### src/rtl/load_store_unit.sv
// Load/store unit: turns one datapath load/store into a single memory request,
// holding the pipeline with stall until the extended load data can retire.
module load_store_unit #(
    parameter int unsigned width = 32
) (
    input  logic             clk,
    input  logic             reset_n,
    input  logic             MemRead,
    input  logic             MemWrite,
    input  logic [2:0]       funct3,
    input  logic [width-1:0] ALUResult,
    input  logic [width-1:0] WriteData,
    output logic [width-1:0] ReadData,
    output logic             stall,
    output logic             misaligned,
    output logic             mem_req,
    output logic             mem_we,
    output logic [width-1:0] mem_addr,
    output logic [3:0]       mem_be,
    output logic [width-1:0] mem_wdata,
    input  logic             mem_ready,
    input  logic [width-1:0] mem_rdata
);

    typedef enum logic [1:0] {StIdle, StReq, StDone} state_e;

    state_e           state_q, state_d;
    logic [width-1:0] addr_q, wdata_q, rdata_q;
    logic [3:0]       be_q;
    logic             we_q;
    logic [2:0]       f3_q;
    logic [1:0]       off_q;

    logic             access, illegal, bad_align, start;
    logic [3:0]       be_d;
    logic [width-1:0] wdata_d, shifted, load_ext;
    logic [15:0]      half_sel;

    assign access  = MemRead | MemWrite;
    assign illegal = (funct3 == 3'b011) || (funct3 == 3'b110) || (funct3 == 3'b111);

    always_comb begin
        bad_align = 1'b0;
        be_d      = 4'b1111;
        wdata_d   = WriteData;
        case (funct3[1:0])
            2'b00: begin
                be_d    = 4'b0001 << ALUResult[1:0];
                wdata_d = {4{WriteData[7:0]}};
            end
            2'b01: begin
                bad_align = ALUResult[0];
                be_d      = ALUResult[1] ? 4'b1100 : 4'b0011;
                wdata_d   = {2{WriteData[15:0]}};
            end
            default: bad_align = |ALUResult[1:0];
        endcase
    end

    assign misaligned = access & (illegal | bad_align);
    assign start      = (state_q == StIdle) & access & ~misaligned;

    always_comb begin
        state_d = state_q;
        case (state_q)
            StIdle:  if (start) state_d = StReq;
            StReq:   if (mem_ready) state_d = StDone;
            StDone:  state_d = StIdle;
            default: state_d = StIdle;
        endcase
    end

    always_ff @(posedge clk or negedge reset_n) begin
        if (!reset_n) begin
            state_q <= StIdle;
            addr_q  <= '0;
            wdata_q <= '0;
            rdata_q <= '0;
            be_q    <= 4'b0000;
            we_q    <= 1'b0;
            f3_q    <= 3'b000;
            off_q   <= 2'b00;
        end else begin
            state_q <= state_d;
            if (start) begin
                addr_q  <= {ALUResult[width-1:2], 2'b00};
                wdata_q <= wdata_d;
                be_q    <= be_d;
                we_q    <= MemWrite;
                f3_q    <= funct3;
                off_q   <= ALUResult[1:0];
            end
            if ((state_q == StReq) && mem_ready && !we_q) begin
                rdata_q <= mem_rdata;
            end
        end
    end

    // Request outputs are gated so nothing leaks onto the bus outside StReq.
    assign mem_req   = (state_q == StReq);
    assign mem_we    = mem_req & we_q;
    assign mem_addr  = mem_req ? addr_q : '0;
    assign mem_be    = mem_req ? be_q : 4'b0000;
    assign mem_wdata = mem_req ? wdata_q : '0;
    assign stall     = start | mem_req;

    assign shifted  = rdata_q >> {off_q, 3'b000};
    assign half_sel = off_q[1] ? rdata_q[31:16] : rdata_q[15:0];

    always_comb begin
        case (f3_q)
            3'b000:  load_ext = {{24{shifted[7]}}, shifted[7:0]};
            3'b100:  load_ext = {24'd0, shifted[7:0]};
            3'b001:  load_ext = {{16{half_sel[15]}}, half_sel};
            3'b101:  load_ext = {16'd0, half_sel};
            default: load_ext = rdata_q;
        endcase
    end

    assign ReadData = ((state_q == StDone) && !we_q) ? load_ext : '0;

endmodule

### config.mk
export PLATFORM = sky130hd
export DESIGN_NAME = load_store_unit
export DESIGN_NICKNAME = d
export VERILOG_FILES = /design/src/rtl/load_store_unit.sv
export SDC_FILE = /design/constraint.sdc
export NUM_CORES = 1
export LEC_CHECK = 0
export CAP_MARGIN = 40
export CORE_MARGIN = 2
export CORE_UTILIZATION = 28
export CTS_BUF_LIST = sky130_fd_sc_hd__clkbuf_8
export CTS_CLUSTER_SIZE = 10
export DETAILED_ROUTE_END_ITERATION = 10
export GPL_TIMING_DRIVEN = 0
export SLEW_MARGIN = 30
export SYNTH_ARGS = -nofsm -noshare
export SYNTH_HDL_FRONTEND = slang
export SYNTH_SLANG_ARGS = --single-unit
### constraint.sdc
create_clock -name clk -period 4.6 [get_ports clk]
set_input_delay 1.38 -clock clk [delete_from_list [all_inputs] [get_ports clk]]
set_output_delay 1.38 -clock clk [all_outputs]
set_load 0.1 [all_outputs]
==> metrics.md <==
| Metric | Value |
|---|---|
| Status | `finished clean` |
| GPL Wtd Cong | `0.801` |
| Initial antenna violation count | `1` |
| Worst setup margin | `0.0827 ns` |
| Register area share after synthesis | `0.483` |
| Synthesized area per cell | `10.5 sq um` |
| First-pass GRT wire length | `29100 um` |
| Ant. Diodes | `0` |
| Synth Cell Area | `~5500 sq um` |
| Clock transition at path regs | `0.10 ns` |
| Via Count | `around 5000` |
| Worst Path Required | `around 3.2 ns` |
| #FFs+latches synth | `106` |
| WS Path Type | `primary input to output pin` |
| Setup Total Neg Slack | `0 ns` |
| Max VDD drop | `322 uV` |
| Largest net degree at the start of global routing | `69` |
| # DRC | `0` |
| Max Cap Viol | `0` |
| Area Overhead vs Synth | `82.7%` |
| Total global-route track usage | `0.185` |
| Worst Skew | `0.0131 ns` |
| Sink Count | `106` |
| Root buffer cell | `clkbuf_8` |
| Synthesized instance count | `521` |
| Placed Cells | `approximately 1100` |
| CTS HTree Levels | `3` |
| CORE AREA | `~19000 sq um` |
| Crit path cell chain | `clkdlybuf4s50_1 -> a21oi_1 -> nor3_2 -> clkdlybuf4s50_1 -> buf_16` |
| # setup viols final | `0` |
| Reg2reg start | `state_q[1]$_DFFE_PN0P_` |
| Power Density | `526 nW/um^2` |
| Width of the die | `144 um` |
| Nets | `942` |
| R2R Path End | `rdata_q[16]$_DFFE_PN0P_` |
| Element type at the critical path end | `output pin` |
| Final min period | `4.52 ns` |
| Crit path buffers/inverters | `3` |
| Synth cell types | `27` |
| Core Rows | `51` |
| Die ar. | `20800 sq um` |
| Peak fanout along the critical path | `5` |
| Final max-slew violation count | `0` |
| YS warnings | `0` |
| # IOs | `208` |
| Worst hold path cell count | `2` |
| Initial DRC count | `about 190` |
| CTS buffer count | `9` |
| Total congestion overflow | `0` |
| Initial core utilization | `0.284` |
| Die Height | `between 100 and 150 um` |
| Fmax | `about 0.22 GHz` |
| Least-Margin Pin Slew | `about 0.79 ns` |
| Fin. Hold Viols | `0` |
| I/O Buffers | `205` |
| CTS tree | `built` |
| DP HPWL | `14700 um` |
| Share of cells above drive strength 1 | `0.276` |
| Worst min-delay path category | `flip-flop to flip-flop` |
| Crit start category | `primary input` |
| R2R Setup Slk | `2.44 ns` |
| Number of global-route vias before repair | `5230` |
| Top post-synthesis cells by area | `dfrtp_1 48%, mux2_2 15%, and2_1 7.9%` |
| Synth top area share | `0.483` |
| Vias per Instance | `4.53` |
| RSZ-0062 raised after global routing | `false` |
| CP arrival | `approximately 3.1 ns` |
| CP max-delay cell | `clkdlybuf4s50_1` |
| Cell family with most CP delay | `buffers and inverters` |
| Most used cell, CP | `clkdlybuf4s50_1` |
| First-pass iteration count of the detailed router | `4` |
| Worst slew margin | `0.473` |
| Min-delay src | `wdata_q[23]$_DFFE_PN0P_` |
| WHS Endpoint | `wdata_q[23]$_DFFE_PN0P_` |
| Place WS | `-0.564 ns` |
| Leak Pwr | `between 4 and 5 nW` |
| Drt wl/cell | `approximately 17 um` |
| CP max stage delay | `0.61 ns` |
| WL final | `18900 um` |
| Synth area leader | `dfrtp_1` |
| Finished Layout Cells | `1107` |
| R2R depth | `7` |
| Final Cycle Share | `0.982` |
| Post-route ant nets | `0` |
| Longest Clk Path Bufs | `2` |
| Worst skew pair latency | `~0.4 ns` |
## worst max path at each step
stage                                start                     end  slack [ns]  cells after the start
global placement                   reset_n  wdata_q[2]$_DFFE_PN0P_       -2.33                      1
global route                  ALUResult[0]              misaligned       0.006                      5
floorplan           state_q[0]$_DFFE_PN0P_            ReadData[15]        0.01                      3
CTS                           ALUResult[1]                   stall        0.06                      6
detailed placement            ALUResult[1]                   stall       -0.56                      7
finish                        ALUResult[0]              misaligned        0.08                      5
## power breakdown
part           internal, mW  total, mW  switching (mW)  leakage, nW
Sequential             1.31       1.57           0.258         1.27
Clock                 0.251      0.600           0.349       0.0935
Combinational          1.30       3.11            1.80         2.79
Total                  2.86       5.28            2.41         4.15
## cell type report
class / count / area (sq um)
Multi-Input combinational cell: 370 / 2680
Clock buffer: 9 / 124
Inverter: 4 / 15.0
Clock inverter: 6 / 66.3
Tap cell: 265 / 332
Timing Repair Buffer: 306 / 3950
Buffer: 41 / 215
Fill cell: 1696 / 9300
Sequential cell: 106 / 2650
## sequential cells by signal, indices dropped and copies added (netlist names)
signal   cells
f3_q         3
wdata_q     32
addr_q      30
state_q      2
we_q         1
rdata_q     32
off_q        2
be_q         4
## layer usage
| metal | wire, um | vias up | track usage |
|---|---|---|---|
| met5 | 0 | - | 0 |
| met4 | 405 | 0 | 0.0671 |
| met3 | 1090 | 23 | 0.0397 |
| met2 | 9080 | 170 | 0.302 |
| met1 | 8330 | 2406 | 0.243 |
| li1 | - | 2418 | - |
## tightest hold or removal path, stage by stage (launching register included)
cell     delay, ns
dfrtp_1       0.35
nand2_1       0.04
o21ai_0       0.05
## synthesized netlist by cell type, drive strengths merged
library cell / count
mux2i: 32
buf: 14
conb: 1
a2111oi: 1
o21ba: 1
mux4: 1
nor2: 33
o221a: 8
dfrtp: 106
nand2: 32
nor3: 24
nand2b: 1
mux2: 75
or2b: 1
clkbuf: 28
nor4: 1
a21oi: 36
o21ai: 31
nor2b: 18
a221oi: 1
nor3b: 1
or3b: 1
inv: 4
and2: 69
o221ai: 1
## repair_timing
action                     in CTS  in global routing
buffers inserted                0                  0
hold buffers                    0                  0
resized for setup               4                  2
setup endpoints to repair       1                  1
## per-stage QoR
step                      hold slack (ns)  cell area (sq um)  power [mW]  utilization
after floorplan                     0.442               5540        3.42            -
after global placement              0.454               7920        4.08        0.410
after detailed placement            0.462               9820        4.71        0.508
after CTS                           0.487              10000        5.32        0.518
after global routing                0.505              10000        5.55        0.519
final                               0.479              10000        5.28        0.519
## cells by family after synthesis
family / count (synthesis) / synth area share
AND/OR/NAND/NOR: 181 / 0.174
multiplexers: 108 / 0.216
flip-flops: 106 / 0.483
AO/OA/AOI/OAI: 79 / 0.0852
buffers and inverters: 46 / 0.0415
other: 1 / 0.000683
## placed cells by master, fill, tap and decap left out, types with 2 or more instances in the layout
cell,Yosys,routed
nand2_1,32,32
a21oi_1,36,36
dfrtp_1,106,106
clkbuf_1,28,27
mux2i_1,32,32
buf_8,0,69
nor3_1,24,16
o221a_2,8,8
buf_16,0,32
nor2b_1,18,18
buf_4,5,7
inv_6,0,2
clkbuf_8,0,9
o21ai_0,31,31
nor3_2,0,8
inv_1,4,5
clkdlybuf4s50_1,0,201
buf_6,4,5
conb_1,1,2
nor2_1,33,33
buf_2,5,6
mux2_2,75,75
and2_1,69,69
clkinvlp_4,0,2
Note: power is estimated with default switching activity, not from simulation.
